[src/rtl/instr_fetch.sv]
// Instruction fetch unit: owns the PC, issues single-outstanding word reads and
// presents one instruction (or a NOP bubble) plus its PC to the decoder.
module instr_fetch #(
  parameter logic [31:0] RESET_PC = 32'h0000_0000
) (
  input  logic        i_clk,
  input  logic        i_rstn,
  output logic        o_imem_req,
  output logic [31:0] o_imem_addr,
  input  logic        i_imem_ack,
  input  logic [31:0] i_imem_rdata,
  input  logic        i_imem_err,
  input  logic        i_redirect,
  input  logic [31:0] i_redirect_pc,
  input  logic        i_stall,
  output logic        o_instr_valid,
  output logic [31:0] o_instr,
  output logic [31:0] o_instr_pc,
  output logic        o_fetch_fault
);

  localparam logic [31:0] NOP_INSTR = 32'h0000_0013;

  typedef enum logic [2:0] {
    ST_IDLE  = 3'd0,
    ST_FETCH = 3'd1,
    ST_DROP  = 3'd2,
    ST_VALID = 3'd3,
    ST_FAULT = 3'd4
  } state_e;

  state_e      state_r, state_s;
  logic [31:0] pc_r, pc_s;
  logic [31:0] pend_pc_r, pend_pc_s;
  logic [31:0] instr_r, instr_s;
  logic [31:0] drop_tgt_s;

  // A misaligned redirect target faults immediately without touching memory.
  function automatic state_e redirect_state(input logic [31:0] tgt);
    if (tgt[1:0] != 2'b00) begin
      return ST_FAULT;
    end else begin
      return ST_FETCH;
    end
  endfunction

  // State register.
  always_ff @(posedge i_clk or negedge i_rstn) begin
    if (!i_rstn) begin
      state_r <= ST_IDLE;
    end else begin
      state_r <= state_s;
    end
  end

  // PC, pending redirect target and held instruction registers.
  always_ff @(posedge i_clk or negedge i_rstn) begin
    if (!i_rstn) begin
      pc_r      <= RESET_PC;
      pend_pc_r <= RESET_PC;
      instr_r   <= NOP_INSTR;
    end else begin
      pc_r      <= pc_s;
      pend_pc_r <= pend_pc_s;
      instr_r   <= instr_s;
    end
  end

  // Next-state and datapath update; redirect always takes priority.
  always_comb begin
    state_s    = state_r;
    pc_s       = pc_r;
    pend_pc_s  = pend_pc_r;
    instr_s    = instr_r;
    drop_tgt_s = i_redirect ? i_redirect_pc : pend_pc_r;
    case (state_r)
      ST_IDLE: begin
        state_s = ST_FETCH;
        pc_s    = RESET_PC;
      end
      ST_FETCH: begin
        if (i_redirect) begin
          if (i_imem_ack) begin
            state_s = redirect_state(i_redirect_pc);
            pc_s    = i_redirect_pc;
          end else begin
            state_s   = ST_DROP;
            pend_pc_s = i_redirect_pc;
          end
        end else if (i_imem_ack) begin
          if (i_imem_err) begin
            state_s = ST_FAULT;
          end else begin
            state_s = ST_VALID;
            instr_s = i_imem_rdata;
          end
        end else begin
          state_s = ST_FETCH;
        end
      end
      ST_DROP: begin
        // The outstanding response is discarded; the latest target wins.
        if (i_imem_ack) begin
          state_s = redirect_state(drop_tgt_s);
          pc_s    = drop_tgt_s;
        end else if (i_redirect) begin
          pend_pc_s = i_redirect_pc;
        end else begin
          state_s = ST_DROP;
        end
      end
      ST_VALID: begin
        if (i_redirect) begin
          state_s = redirect_state(i_redirect_pc);
          pc_s    = i_redirect_pc;
        end else if (!i_stall) begin
          state_s = ST_FETCH;
          pc_s    = pc_r + 32'd4;
        end else begin
          state_s = ST_VALID;
        end
      end
      ST_FAULT: begin
        if (i_redirect) begin
          state_s = redirect_state(i_redirect_pc);
          pc_s    = i_redirect_pc;
        end else begin
          state_s = ST_FAULT;
        end
      end
      default: begin
        state_s = ST_IDLE;
        pc_s    = RESET_PC;
      end
    endcase
  end

  // Outputs decoded from state; a NOP is shown whenever no real instruction is held.
  always_comb begin
    o_imem_req    = 1'b0;
    o_instr_valid = 1'b0;
    o_fetch_fault = 1'b0;
    o_instr       = NOP_INSTR;
    o_imem_addr   = pc_r;
    o_instr_pc    = pc_r;
    case (state_r)
      ST_FETCH, ST_DROP: begin
        o_imem_req = 1'b1;
      end
      ST_VALID: begin
        o_instr_valid = 1'b1;
        o_instr       = instr_r;
      end
      ST_FAULT: begin
        o_instr_valid = 1'b1;
        o_fetch_fault = 1'b1;
      end
      default: begin
        o_imem_req = 1'b0;
      end
    endcase
  end

endmodule

[config.mk]
export PLATFORM = sky130hd
export DESIGN_NAME = instr_fetch
export DESIGN_NICKNAME = d
export VERILOG_FILES = /design/src/rtl/instr_fetch.sv
export SDC_FILE = /design/constraint.sdc
export NUM_CORES = 1
export LEC_CHECK = 0
export CAP_MARGIN = 10
export CORE_MARGIN = 4
export CORE_UTILIZATION = 53
export CTS_CLUSTER_DIAMETER = 200
export DETAILED_ROUTE_END_ITERATION = 12
export PLACE_DENSITY = 0.84
export SETUP_SLACK_MARGIN = 0.1
export SLEW_MARGIN = 15
export SYNTH_ARGS = -nofsm -noshare
export SYNTH_HDL_FRONTEND = slang
export SYNTH_SLANG_ARGS = --single-unit
[constraint.sdc]
create_clock -name i_clk -period 4.41 [get_ports i_clk]
set_input_delay 0.6615 -clock i_clk [delete_from_list [all_inputs] [get_ports i_clk]]
set_output_delay 0.6615 -clock i_clk [all_outputs]
set_load 0.01 [all_outputs]
==> results of run 1 <==
[per-stage QoR]
step	total power [mW]	area (um^2)	utilization
floorplan	3.07	6170	-
global placement	3.87	7680	0.673
detailed placement	3.96	7680	0.673
CTS	4.79	8000	0.700
global route	5.10	8000	0.701
finish	4.81	8000	0.701
[power by group through the flow]
stage	sequential [mW]	combinational, mW	clock, mW
2_1_floorplan	1.65	1.43	0
3_3_place_gp	1.71	2.17	0
3_5_place_dp	1.73	2.23	0
4_1_cts	1.72	2.24	0.839
5_1_grt	1.79	2.43	0.874
6_report	1.73	2.25	0.827
[cell usage in the layout (no fill, tap or decap), drive strengths merged, types with 5 or more instances in the layout]
cell type | netlist | layout
a221oi | 12 | 12
and3 | 6 | 6
dfrtp | 96 | 96
nand4 | 7 | 7
nor2 | 37 | 37
clkbuf | 26 | 12
a222oi | 5 | 5
inv | 11 | 11
and2 | 31 | 31
nor4 | 5 | 5
a21oi | 36 | 36
mux2 | 73 | 73
o31ai | 6 | 6
o21ai | 60 | 60
nor3 | 11 | 11
clkdlybuf4s50 | 0 | 166
a22oi | 27 | 27
nor2b | 11 | 11
nand3 | 12 | 12
buf | 54 | 14
nand2 | 54 | 54
nand2b | 11 | 11
o2bb2ai | 5 | 5
a31oi | 11 | 11
[area by class of cell]
type / count / area share
Multi-Input combinational cell: 470 / 0.403
Sequential cell: 99 / 0.310
Timing Repair Buffer: 180 / 0.220
Clock buffer: 12 / 0.0333
Tap cell: 143 / 0.0224
Clock inverter: 3 / 0.00578
Inverter: 11 / 0.00516
[final timing paths]
kind                                          from  cells after the start                          end  slack, ns
max                         state_r[2]$_DFFE_PN0P_                      3                  o_instr[24]       0.80
min                                         i_rstn                      1  o_imem_addr[18]$_DFFE_PN0P_       0.45
max reg2reg                 state_r[2]$_DFFE_PN0P_                      6   o_imem_addr[6]$_DFFE_PN0P_       1.32
min reg2reg                instr_r[10]$_DFFE_PN0P_                      1      instr_r[10]$_DFFE_PN0P_       0.49
max in group asynchronous                   i_rstn                      2       instr_r[0]$_DFFE_PN1P_       2.96
min in group i_clk         instr_r[10]$_DFFE_PN0P_                      1      instr_r[10]$_DFFE_PN0P_       0.49
[routing by layer]
metal	global-route usage	vias to the layer above	wire length, um
li1	-	2613	-
met1	0.355	2771	7180
met2	0.433	353	8320
met3	0.0747	41	2150
met4	0.0882	0	372
met5	0	-	0
[flip-flops by register name, indices dropped and copies added (netlist names)]
name	flops
state_r	3
pend_pc_r	32
o_imem_addr	32
instr_r	32
[logic make-up (layout without fill, tap and decap cells)]
group / after synthesis / after routing / synth area share
AOI/OAI and AO/OA: 194 / 194 / 0.206
and+or+nand+nor: 198 / 198 / 0.172
adders and majority gates: 1 / 1 / 0.00203
DFF: 99 / 99 / 0.402
buffers and inverters: 91 / 206 / 0.0779
muxes: 75 / 75 / 0.137
xor gates and xnor gates: 2 / 2 / 0.00284
[worst reg2reg max path, stage by stage, from the launching register on]
cell,delay (ns)
dfrtp_1,1.04
and3b_1,0.60
buf_4,0.32
nand2b_1,0.27
nor3_1,0.14
a221oi_1,0.44
o21ai_0,0.15
==> results.md, run 1 <==
- Status: finished, final reports clean
- RSZ-0062 raised after global routing: no
- Sequential share of the synthesized area: 0.402
- Finish-stage setup viols: 0
- CP peak stage delay: 1.01 ns
- Slew margin rel.: 0.299
- Starting Density: 0.540
- Yosys top cell area share: 0.390
- Yosys warnings: 0
- CP delay by family, top: simple AND/OR/NAND/NOR gates
- Dpl cells: 903
- Most common cell in the netlist: dfrtp_1
- Setup TNS: 0 ns
- Syn_area_per_cell: 9.34 um^2
- Synthesized Nets: 731
- Crit path DAT: 2.95 ns
- Layout cells sized above 1: 0.150
- Leading area contributor after synthesis: dfrtp_1
- CTS tree: yes
- Clock root cell: clkbuf_16
- WS Path Type: reg2out
- Finished Layout Cells: 918
- Worst min path class: in2async
- Ports: 169
- Final hold vios: 0
- Nets: 842
- Hold_buf cts: 0
- Core footprint: 11400 um^2
- Row count: 39
- Mapped Cells: 660
- # resized after CTS: 0
- Sequential power share: 0.360
- Number of synthesized flops with an enable pin: 0
- Max-cap violations: 0
- DR WL/cell: 19.6 um
- Minimum clock period: 3.61 ns
- Post-synth cell types: 63
- Largest net degree at the start of global routing: 74
- Switching Fraction: 0.383
- Clock Latency Late Sink: 0.35 ns
- Ys async rst share: 1.00
- Area growth from synthesis to layout: 29.8%
- Worst hold slack: 0.453 ns
- Via count: 5778
- Crit-path cells: and3b_1 > and2_1 > clkdlybuf4s50_1
- Power share of the clock group: 0.172
- CP required: 3.75 ns
- Leakage: 3.18 nW
- Combinational Power Share: 0.468
- Pre-antenna DRT Iters: 8
- Fillers: 862
- Reg area: 2480 um^2
- Ys flop type: dfrtp_1
- Clock Pin Slew Worst Setup and Hold Paths: 0.07 ns
- Initial antenna violation count: 0
- DP Worst Slack: 1.22 ns
- Crit share post-route: 0.819
- Final worst slack: 0.800 ns
- CP Launch Type: flip-flop
- Die Footprint: 13400 um^2
- Buffers and inverters on the worst path: 1
- # diodes: 0
- Slew Viols, Final: 0
- Max Clock Freq: 277 MHz
- Clock skew: 0.00948 ns
- Worst-Margin Slew: 1.05 ns
- Total GRT Usage: 0.270
- Vias per std cell: 6.29
- NetSw: 1.84 mW
- Setup Buffers After CTS: 0
- Post-DRT Antenna Nets: 0
- First-pass GRT wire length: 28600 um
- Grt total ovfl: 0
- Maximum clock path buffer count: 2
- DR DRC count: 0
- Netlist Area Pre-Place: 6170 um^2
- CP Capture Type: primary output
- DRT iter0 DRCs: 716
- Area of the multi-input gates: 3230 um^2
- DPL Wire Length: 12800 um
- CTS Buf Count: 9
- PD cells: 601 nW/um^2
- Vias in the first global route: 5595
- Worst Path Max Fanout: 33
- H-tree depth: 3
- Total Routed Length: 18000 um
- GP Congestion: 0.874
- Cell-internal power: 2.97 mW
- Die Ht: 116 um
- Commonest cells in the netlist: 96 x dfrtp_1, 73 x mux2_2, 60 x o21ai_0, 54 x nand2_1
- Sink Count: 99
- Synth area leaders: dfrtp_1 39%, mux2_2 13%, o21ai_0 4.9%
- Port buffer count: 168
- #FFs+latches synth: 99
- VDD IR max: 0.288 mV
- CP max stage cell: and3b_1
- Die width: 116 um
No activity file was read; power rests on OpenSTA's default activity.
==> inputs of run 2 (changes only) <==
--- a/config.mk
+++ b/config.mk
@@ -7,10 +7,10 @@
 export LEC_CHECK = 0
 export CAP_MARGIN = 10
 export CORE_MARGIN = 4
-export CORE_UTILIZATION = 53
+export CORE_UTILIZATION = 49
 export CTS_CLUSTER_DIAMETER = 200
 export DETAILED_ROUTE_END_ITERATION = 12
-export PLACE_DENSITY = 0.84
+export PLACE_DENSITY = 0.78
 export SETUP_SLACK_MARGIN = 0.1
 export SLEW_MARGIN = 15
 export SYNTH_ARGS = -nofsm -noshare
==> constraint.sdc (replaced) <==
create_clock -name i_clk -period 3.75 [get_ports i_clk]
set_input_delay 0.5625 -clock i_clk [delete_from_list [all_inputs] [get_ports i_clk]]
set_output_delay 0.5625 -clock i_clk [all_outputs]
set_load 0.01 [all_outputs]
==> results.md, run 2 (same netlist as run 1, synthesis figures left out) <==
- Slew Viols, Final: 0
- DRT iter0 DRCs: 855
- Ports: 169
- Crit path DAT: 2.62 ns
- Setup Buffers After CTS: 0
- Finished Layout Cells: 947
- Grt total ovfl: 0
- Maximum clock path buffer count: 2
- CTS Buf Count: 9
- Final core utilization: 0.662
- GP Congestion: 0.900
- # diodes: 0
- Starting Density: 0.507
- Row count: 40
- Max-cap violations: 0
- Leakage: 3.18 nW
- Crit-path cells: and3b_1 > and2_1 > clkdlybuf4s50_1
- Worst flop-to-flop path startpoint: state_r[2]$_DFFE_PN0P_
- WS Path Type: reg2out
- Tot Pwr: 5.63 mW
- Minimum clock period: 3.18 ns
- First-pass GRT wire length: 30000 um
- R2r setup slk: 0.85 ns
- Crit share post-route: 0.847
- Dpl cells: 931
- Most common cell after layout, fill and taps aside: clkdlybuf4s50_1
- DP Area: 7760 um^2
- Initial antenna violation count: 0
- Pre-antenna DRT Iters: 6
- Total Routed Length: 18600 um
- DR WL/cell: 19.7 um
- DR DRC count: 0
- DP Worst Slack: 0.871 ns
- CP Launch Type: flip-flop
- Die Footprint: 14400 um^2
- Worst-Margin Slew: 1.09 ns
- Final worst slack: 0.572 ns
- H-tree depth: 3
- Largest net degree at the start of global routing: 58
- Setup TNS: 0 ns
- Worst hold slack: 0.270 ns
- Worst Path Max Fanout: 33
- Commonest cells after routing, fill and taps aside: 166 x clkdlybuf4s50_1, 96 x dfrtp_1, 73 x mux2_2, 59 x o21ai_0, 54 x nand2_1
- Core footprint: 12200 um^2
- Post-DRT Antenna Nets: 0
- Finished Cell Area: 8050 um^2
- Status: finished, final reports clean
- Layout cells sized above 1: 0.154
- CP required: 3.19 ns
- Via count: 5856
- VDD IR max: 0.330 mV
- CP peak stage delay: 0.85 ns
- # resized after CTS: 0
- Vias per std cell: 6.18
- CP delay by family, top: simple AND/OR/NAND/NOR gates
- Area growth from synthesis to layout: 30.5%
- Clock Latency Late Sink: 0.35 ns
- DPL Wire Length: 13100 um
- Total GRT Usage: 0.258
- Final hold vios: 0
- PD cells: 700 nW/um^2
- Vias in the first global route: 5751
- Die width: 120 um
- CP Capture Type: primary output
- Slew margin rel.: 0.270
- Die Ht: 120 um
- Nets: 845
- Sink Count: 99
- R2R cell count: 6
- Max Clock Freq: 315 MHz
- Clock skew: 0.00738 ns
- Worst min path class: in2async
- Port buffer count: 168
- Hold_buf cts: 0
- Worst r2r dst: o_imem_addr[11]$_DFFE_PN0P_
- RSZ-0062 raised after global routing: no
- Clock root cell: clkbuf_16
- CP max stage cell: and3b_1
- CTS tree: yes
- Buffers and inverters on the worst path: 1
- Finish-stage setup viols: 0
- Clock Pin Slew Worst Setup and Hold Paths: 0.07 ns
## run 2: cell types whose count changed in the layout (fill, tap and decap cells not counted), sizes merged
cell      delta
buf          +3
clkinvlp     -1
clkinv       +4
clkbuf       -2
inv          +1
bufinv       -1
## run 2: layout make-up
class	count	area (um^2)
clock buffers	10	239
clock inverters	6	48.8
fillers	962	4110
inverters	11	41.3
multi-input cells	470	3220
flip-flops and latches	99	2480
well taps	168	210
repair buffers	183	1810
## run 2: per-layer routing
layer	up-vias	GRT usage	wire, um
met5	-	0	0
met4	0	0.0873	422
met3	39	0.0790	1930
met2	356	0.408	8680
met1	2834	0.338	7610
li1	2627	-	-
## run 2: power by group
group	internal [mW]	switching, mW	leakage, nW
registers	1.56	0.488	1.24
logic	1.37	1.31	1.80
clock network	0.474	0.427	0.143
## run 2: how the worst max path moves through the flow
stage                      startpoint                     endpoint  cells past startpoint
2_1_floorplan  state_r[1]$_DFFE_PN0P_                o_instr_valid                      5
3_3_place_gp   state_r[2]$_DFFE_PN0P_  o_imem_addr[11]$_DFFE_PN0P_                      6
3_5_place_dp               i_redirect    pend_pc_r[28]$_DFFE_PN0P_                      5
4_1_cts        state_r[0]$_DFFE_PN0P_                  o_instr[29]                      3
5_1_grt        state_r[0]$_DFFE_PN0P_                  o_instr[14]                      3
6_report       state_r[0]$_DFFE_PN0P_                  o_instr[29]                      3
==> inputs of run 3 (changes only) <==
==> constraint.sdc (replaced) <==
create_clock -name i_clk -period 2.94 [get_ports i_clk]
set_input_delay 0.441 -clock i_clk [delete_from_list [all_inputs] [get_ports i_clk]]
set_output_delay 0.441 -clock i_clk [all_outputs]
set_load 0.01 [all_outputs]
==> results.md, run 3 (same netlist as run 1, synthesis figures left out) <==
- Status: finished, final reports clean
- Finish-stage setup viols: 0
- Commonest cells after routing, fill and taps aside: 166 x clkdlybuf4s50_1, 95 x dfrtp_1, 73 x mux2_2, 59 x o21ai_0, 54 x nand2_1
- Clock Pin Slew Worst Setup and Hold Paths: 0.07 ns
- VDD IR max: 0.467 mV
- CP Capture Type: primary output
- Post-DRT Antenna Nets: 0
- DRT iter0 DRCs: 745
- Clock skew: 0.00502 ns
- DP Area: 7840 um^2
- Nets: 856
- Setup TNS: 0 ns
- Max Clock Freq: 373 MHz
- Hold_buf cts: 0
- Crit path DAT: 2.24 ns
- Most common cell after layout, fill and taps aside: clkdlybuf4s50_1
- Area growth from synthesis to layout: 32.4%
- Slew Viols, Final: 0
- Slew margin rel.: 0.478
- Setup Buffers After CTS: 0
- Worst Path Max Fanout: 10
- Buffers and inverters on the worst path: 1
- Initial antenna violation count: 0
- Vias per std cell: 6.09
- CTS tree: yes
- Starting Density: 0.507
- CP peak stage delay: 0.61 ns
- Port buffer count: 168
- Leakage: 3.25 nW
- GP Congestion: 0.902
- Ports: 169
- CP Launch Type: flip-flop
- Via count: 5836
- CTS Buf Count: 9
- Total GRT Usage: 0.255
- Maximum clock path buffer count: 2
- Layout cells sized above 1: 0.166
- Die Footprint: 14400 um^2
- Vias in the first global route: 5818
- Pre-antenna DRT Iters: 6
- CP required: 2.50 ns
- PD cells: 901 nW/um^2
- Minimum clock period: 2.68 ns
- Crit-path cells: nor3b_2 > nand2b_1 > clkdlybuf4s50_1
- # resized after CTS: 0
- Finished Cell Area: 8160 um^2
- Clock Latency Late Sink: 0.35 ns
- Core footprint: 12200 um^2
- Largest net degree at the start of global routing: 52
- WS Path Type: reg2out
- # diodes: 0
- Clock root cell: clkbuf_16
- H-tree depth: 3
- Crit share post-route: 0.912
- Fillers: 984
- DR DRC count: 0
- Sink Count: 99
- Worst-Margin Slew: 0.781 ns
- Tot Pwr: 7.35 mW
- Grt total ovfl: 0
- Die Ht: 120 um
- Die width: 120 um
- DR WL/cell: 19.3 um
- Row count: 40
- CP delay by family, top: simple AND/OR/NAND/NOR gates
- Worst min path class: in2async
- CP max stage cell: nor3b_2
- Final hold vios: 0
- Total Routed Length: 18400 um
- DPL Wire Length: 13300 um
- Max-cap violations: 0
- First-pass GRT wire length: 29700 um
- RSZ-0062 raised after global routing: no
[run 3: where the power goes]
| part | total [mW] | leakage, nW | internal, mW | switching [mW] |
|---|---|---|---|---|
| logic | 3.48 | 1.85 | 1.80 | 1.68 |
| registers | 2.60 | 1.24 | 2.00 | 0.600 |
| clock network | 1.28 | 0.153 | 0.747 | 0.530 |
| total | 7.35 | 3.25 | 4.54 | 2.81 |
[run 3: metrics by stage]
| step | cells | setup slack (ns) | util | hold slack [ns] |
|---|---|---|---|---|
| floorplan | 660 | 0.869 | - | 0.145 |
| global placement | 942 | 0.610 | 0.645 | 0.479 |
| detailed placement | 942 | 0.564 | 0.645 | 0.486 |
| CTS | 958 | 0.216 | 0.671 | 0.157 |
| global route | 958 | 0.162 | 0.671 | 0.193 |
| finish | 958 | 0.259 | 0.671 | 0.130 |
[run 3: worst paths after layout]
| kind | cells after the start | slack [ns] | startpoint | endpoint |
|---|---|---|---|---|
| worst max-delay path | 3 | 0.26 | state_r[2]$_DFFE_PN0P_ | o_instr_valid |
| worst min-delay path | 1 | 0.13 | i_rstn | pend_pc_r[23]$_DFFE_PN0P_ |
| worst max register to register | 6 | 0.64 | state_r[2]$_DFFE_PN0P_ | o_imem_addr[15]$_DFFE_PN0P_ |
| worst min register to register | 1 | 0.50 | instr_r[6]$_DFFE_PN0P_ | instr_r[6]$_DFFE_PN0P_ |
| max in group asynchronous | 2 | 2.02 | i_rstn | instr_r[4]$_DFFE_PN1P_ |
| min in group i_clk | 1 | 0.50 | instr_r[6]$_DFFE_PN0P_ | instr_r[6]$_DFFE_PN0P_ |
[run 3: worst reg2reg max path: stages, from the launching register on]
cell and delay (ns):
dfrtp_1 0.50, buf_4 0.23, nand3b_1 0.32, or3_1 0.69, a31oi_1 0.25, o21ai_0 0.09, o21ai_0 0.11
[run 3: final cells by class]
| type | instances | area (um^2) | area share |
|---|---|---|---|
| multi-input combinational | 470 | 3220 | 0.394 |
| clock inverter | 6 | 90.1 | 0.0110 |
| sequential | 99 | 2480 | 0.304 |
| inverter | 11 | 41.3 | 0.00506 |
| timing repair buffer | 194 | 1890 | 0.232 |
| tap | 168 | 210 | 0.0257 |
| clock buffer | 10 | 229 | 0.0280 |
[run 3: routing by layer]
| layer | routed length, um | part of all wire | global-route usage |
|---|---|---|---|
| met5 | 0 | 0 | 0 |
| met4 | 490 | 0.027 | 0.113 |
| met3 | 1990 | 0.11 | 0.0762 |
| met2 | 8510 | 0.46 | 0.397 |
| met1 | 7460 | 0.40 | 0.330 |
